<file path="src/rtl/pdm_stream_tx.sv">
// pdm_stream_tx: AXI-Stream PCM sample sink driving a first-order PDM line.
// A one-entry holding buffer decouples the stream handshake from the
// modulator, which reloads its current sample once every OSR bit periods.
module pdm_stream_tx #(
  parameter int unsigned DATA_W  = 16,
  parameter int unsigned CLK_DIV = 50,
  parameter int unsigned OSR     = 64
) (
  input  logic              clk,
  input  logic              reset,
  input  logic              enable,
  input  logic [DATA_W-1:0] s_axis_tdata,
  input  logic              s_axis_tvalid,
  output logic              s_axis_tready,
  output logic              pdm_clk,
  output logic              pdm_out,
  output logic              sample_strobe,
  output logic              underrun
);

  localparam int unsigned DIV_W = (CLK_DIV > 1) ? $clog2(CLK_DIV) : 1;
  localparam int unsigned BIT_W = (OSR > 1) ? $clog2(OSR) : 1;

  localparam logic [DIV_W-1:0] DIV_LAST = DIV_W'(CLK_DIV - 1);
  localparam logic [DIV_W-1:0] DIV_HALF = DIV_W'(CLK_DIV / 2 - 1);
  localparam logic [BIT_W-1:0] BIT_LAST = BIT_W'(OSR - 1);

  logic [DIV_W-1:0]  div_cnt;
  logic [BIT_W-1:0]  bit_cnt;
  logic [DATA_W-1:0] acc;
  logic [DATA_W-1:0] hold;
  logic [DATA_W-1:0] cur;
  logic              hold_valid;

  logic              tick;
  logic              load;
  logic              take;
  logic              hold_valid_nxt;
  logic [DATA_W-1:0] eff;
  logic [DATA_W-1:0] u;
  logic [DATA_W:0]   sum;

  // Tick/load decode, effective sample selection and modulator adder.
  always_comb begin
    tick = enable && (div_cnt == DIV_LAST);
    load = tick && (bit_cnt == '0);
    take = s_axis_tvalid && s_axis_tready;

    eff = cur;
    if (load) begin
      eff = hold_valid ? hold : '0;
    end

    // Offset binary: midscale PCM (0) maps to half-full accumulator step.
    u   = {~eff[DATA_W-1], eff[DATA_W-2:0]};
    sum = {1'b0, acc} + {1'b0, u};

    // tready=1 implies hold_valid=0, so take and a buffered load never coincide.
    hold_valid_nxt = hold_valid;
    if (load) begin
      hold_valid_nxt = 1'b0;
    end
    if (take) begin
      hold_valid_nxt = 1'b1;
    end
  end

  // One-entry holding buffer and registered ready; runs regardless of enable.
  always_ff @(posedge clk) begin
    if (reset) begin
      hold          <= '0;
      hold_valid    <= 1'b0;
      s_axis_tready <= 1'b0;
    end else begin
      if (take) begin
        hold <= s_axis_tdata;
      end
      hold_valid    <= hold_valid_nxt;
      s_axis_tready <= ~hold_valid_nxt;
    end
  end

  // Bit-clock divider, 50% duty pdm_clk, and per-sample bit counter.
  always_ff @(posedge clk) begin
    if (reset || !enable) begin
      div_cnt <= '0;
      bit_cnt <= '0;
      pdm_clk <= 1'b0;
    end else begin
      div_cnt <= tick ? '0 : div_cnt + 1'b1;
      if (tick) begin
        pdm_clk <= 1'b1;
        bit_cnt <= (bit_cnt == BIT_LAST) ? '0 : bit_cnt + 1'b1;
      end else if (div_cnt == DIV_HALF) begin
        pdm_clk <= 1'b0;
      end
    end
  end

  // First-order modulator: the adder carry is the PDM bit; sample reload at boundaries.
  always_ff @(posedge clk) begin
    if (reset) begin
      acc           <= '0;
      cur           <= '0;
      pdm_out       <= 1'b0;
      sample_strobe <= 1'b0;
      underrun      <= 1'b0;
    end else begin
      sample_strobe <= load;
      if (!enable) begin
        acc     <= '0;
        pdm_out <= 1'b0;
      end else if (tick) begin
        acc     <= sum[DATA_W-1:0];
        pdm_out <= sum[DATA_W];
      end
      if (load) begin
        cur <= hold_valid ? hold : '0;
        if (!hold_valid) begin
          underrun <= 1'b1;
        end
      end
    end
  end

endmodule

</file>
<file path="config.mk">
export PLATFORM = sky130hd
export DESIGN_NAME = pdm_stream_tx
export DESIGN_NICKNAME = d
export VERILOG_FILES = /design/src/rtl/pdm_stream_tx.sv
export SDC_FILE = /design/constraint.sdc
export NUM_CORES = 1
export LEC_CHECK = 0
export CORE_MARGIN = 4
export CORE_UTILIZATION = 50
export CTS_BUF_LIST = sky130_fd_sc_hd__clkbuf_4 sky130_fd_sc_hd__clkbuf_8
export DETAILED_ROUTE_END_ITERATION = 8
export GPL_TIMING_DRIVEN = 0
export PLACE_DENSITY = 0.82
export SYNTH_ARGS = -nofsm -noshare
export SYNTH_HDL_FRONTEND = slang
export SYNTH_SLANG_ARGS = --single-unit
</file>
<file path="constraint.sdc">
create_clock -name clk -period 3.9 [get_ports clk]
set_clock_uncertainty 0.2 [all_clocks]
set_input_delay 0.39 -clock clk [delete_from_list [all_inputs] [get_ports clk]]
set_output_delay 0.39 -clock clk [all_outputs]
set_load 0.05 [all_outputs]
</file>
==> results.yml, run 1 <==
timing:
  fin_ws_ns: 0.2358
  max_slew.worst_pin.slew_ns: 0.5360
  finalSetupViolCount: 0
  maxSlewViolCount: 0
  min_period_ns: 3.664
  final-hold-violation-count: 0
  slew_headroom_pct: 64.27
  fmax_mhz: 272.9
  period_share_pct: 93.95
cells_and_area:
  post-route-util_pct: 60.85
  diodes: 0
  drive_gt1_share_pct: 7.826
  syn_to_final_growth_pct: 17.43
  multi_input_area_um2: 1859
  nNetsFinal: 497
  design_area_um2: 3886
  n_fill_cell: 551
  seqCellArea_um2: 1323
setup_path:
  path_cells: "clkdlybuf4s50_1 > nand2_1 > nor4_4 > and3_1 > buf_4 > buf_6 > nand3_1 > nand2_1 > ha_1 > inv_1 > fa_1 > nor2b_2 > o2111ai_2 > a32oi_2 > a21oi_1 > o21ai_0 > o211a_1"
  r2r_start: "div_cnt[1]"
  r2r_slack_ns: 0.26
  start_kind: "input port"
  cp_max_fo: 10
  worstPathArrival_ns: 3.76
  worstSetupPathType: "input port to register"
  crit_path_end_kind: "register"
  slowest_stage: "clkdlybuf4s50_1"
  cp_data_required_time_ns: 4.00
  crit_path_frequent_cell: "nand2_1"
  reg2reg_to: "pdm_out"
  r2r_cells: 18
  slowest_delay_ns: 0.51
yosys:
  ys.warnings.count: 0
  synth-main-ff-cell: "dfxtp_1"
  avgSynthCellArea_um2: 7.880
  synth_nets: 462
  ys_ff_latch: 66
  ys_seq_area_share_pct: 39.92
  synth_edf_count: 0
  synth.cells.most_frequent: "nand2_1, dfxtp_1, a21oi_1"
  synthesis.area_um2: 3309
  synth_cells: 420
  ys_async_sr_fraction_pct: 0
  synth_cell_types: 48
  yosysTopAreaCell: "dfxtp_1"
  synth_top_area_share_pct: 39.92
  yosysMostFrequentCell: "nand2_1"
  synth.area.top_cells: "dfxtp_1, nand2_1, ha_1, a21oi_1, nand3_1"
power_and_ir_drop:
  netSwitchingFraction_pct: 22.98
  power.leakage_nw: 1.582
  internal-power_mw: 1.072
  clockPowerShare_pct: 45.5
  p_sw_uw: 319.9
  vdd_drop_max_mv: 0.2577
  combPwrFrac_pct: 4.9
  power_per_cell_area_nw_per_um2: 358.1
  p_seq_share_pct: 49.6
clock_tree:
  post_cts_buffers: 0
  cts-buffers-inserted: 9
  cts.sinks: 66
  clk_pin_slew_ns: 0.07
  cts_tree: "done"
  hold_buffers: 0
  worstSkewPairLatency_ns: 0.35
  cts.path.max_buffers: 2
  cts_root_buffer: "clkbuf_8"
  htree_levels: 3
route:
  drc: 0
  first_pass_iters: 5
  wirelength_um: 7596
  dr.first_iter.drc_count: 189
  wl_per_cell_um: 14.15
  vias: 3010
  drtAntennaViolNets: 0
  routed_via_density: 5.605
placement:
  dp_slack_ns: -0.2518
  placed_area_um2: 3646
  port_buffers: 24
  gp_congestion: 0.9405
  place_hpwl_um: 5357
floorplanning:
  row_count: 29
  dieArea_um2: 7984
  coreArea_um2: 6386
  initial_core_util_pct: 51.82
  pin_count: 25
  die_w_um: 89.36
  die_h_um: 89.36
grt:
  grt_use_total_pct: 20.37
  grt_overflow: 0
  antenna_found_initial: 0
  grt_max_degree: 13
  grt_pass1_wl_um: 12510
  grt_pass1_vias: 2887
min_path:
  min_path_type: "register to register"
  min_to: "div_cnt[0]"
  min_from: "div_cnt[0]"
  min_path_cells: 1
run:
  max-cap-violations: 0
status:
  status: "completed"
cells in the final DEF (no fill, tap or decap), types with 5 or more instances in the layout:
cell / instances
nor2b_1: 16
nand2_1: 102
and3_1: 8
a21oi_1: 42
clkbuf_8: 9
clkdlybuf4s50_1: 24
nor3_1: 6
xnor2_1: 8
nand4_1: 5
o21ai_0: 16
dfxtp_1: 65
buf_2: 8
ha_1: 21
xor2_1: 8
nand3_1: 22
inv_1: 12
clkbuf_1: 9
nor2_1: 26
layer usage:
metal	vias to the layer above	share of wire (%)	global-route usage [%]
met5	-	0	0
met3	18	5.0	5.253
met2	64	50	35.16
met1	1429	42	23.55
li1	1499	-	-
met4	0	2.4	9.337
logic make-up after synthesis:
kind of cell               count (synthesis)  share of synthesized area (%)
adders and majority gates                 22                          8.544
xor gates and xnor gates                  16                          4.235
DFF                                       66                          39.92
buffers and inverters                     34                          4.537
muxes                                      2                         0.6049
and+or+nand+nor                          198                          27.56
AOI/OAI and AO/OA                         82                          14.59
flip-flops by register name (all words and copies together), names as in the netlist, 6 cells and up:
name,flops
acc,16
cur,16
hold,16
bit_cnt,6
div_cnt,6
layout make-up:
class	count	area share (%)
multi-input combinational	320	47.84
sequential	66	34.03
timing repair buffer	24	6.182
clock buffer	9	3.187
buffer	22	2.704
tap	77	2.479
clock inverter	7	2.415
inverter	12	1.159
power groups by stage:
stage | Sequential (mW) | Combinational [mW] | Clock (mW)
after floorplan | 0.707 | 0.0319 | 0
after global placement | 0.705 | 0.0653 | 0
after detailed placement | 0.706 | 0.0673 | 0
after CTS | 0.690 | 0.0681 | 0.642
after global routing | 0.691 | 0.0756 | 0.674
final | 0.690 | 0.0679 | 0.634
stage by stage:
stage / hold slack (ns) / total power, mW / std cells / TNS (ns)
after global placement: 0.2432 / 0.7705 / 521 / -0.6002
after floorplan: 0.2315 / 0.7394 / 420 / 0
after CTS: 0.2572 / 1.400 / 537 / 0
after global routing: 0.2700 / 1.441 / 537 / -0.008076
after detailed placement: 0.2457 / 0.7732 / 521 / -0.8220
final: 0.2506 / 1.392 / 537 / 0
critical path, delay by kind of cell:
kind,cells,cell delay [ns]
buffers and inverters,4,0.87
adders and majority gates,2,0.58
AOI/OAI and AO/OA,5,0.95
and+or+nand+nor,6,0.96
worst max path at each step:
stage	from	to	slack [ns]	depth (start not counted)
finish	enable	pdm_out	0.24	17
global route	div_cnt[1]	acc[12]	-0.008	18
CTS	div_cnt[0]	pdm_out	0.07	17
detailed placement	enable	pdm_out	-0.25	17
global placement	enable	pdm_out	-0.26	17
floorplan	div_cnt[0]	pdm_out	0.61	17
timing repair:
item	in CTS	in global routing
setup endpoints to repair	0	6
hold endpoints to repair	0	0
resized for setup	0	6
No activity file was read; power rests on OpenSTA's default activity.
==> run 2: changes to the inputs <==
--- a/config.mk
+++ b/config.mk
@@ -8,6 +8,7 @@
 export CORE_MARGIN = 4
 export CORE_UTILIZATION = 50
 export CTS_BUF_LIST = sky130_fd_sc_hd__clkbuf_4 sky130_fd_sc_hd__clkbuf_8
+export CTS_CLUSTER_SIZE = 20
 export DETAILED_ROUTE_END_ITERATION = 8
 export GPL_TIMING_DRIVEN = 0
 export PLACE_DENSITY = 0.82
==> results of run 2 <==
Same layout as run 1: the final DEF is identical, and so are final timing and power.
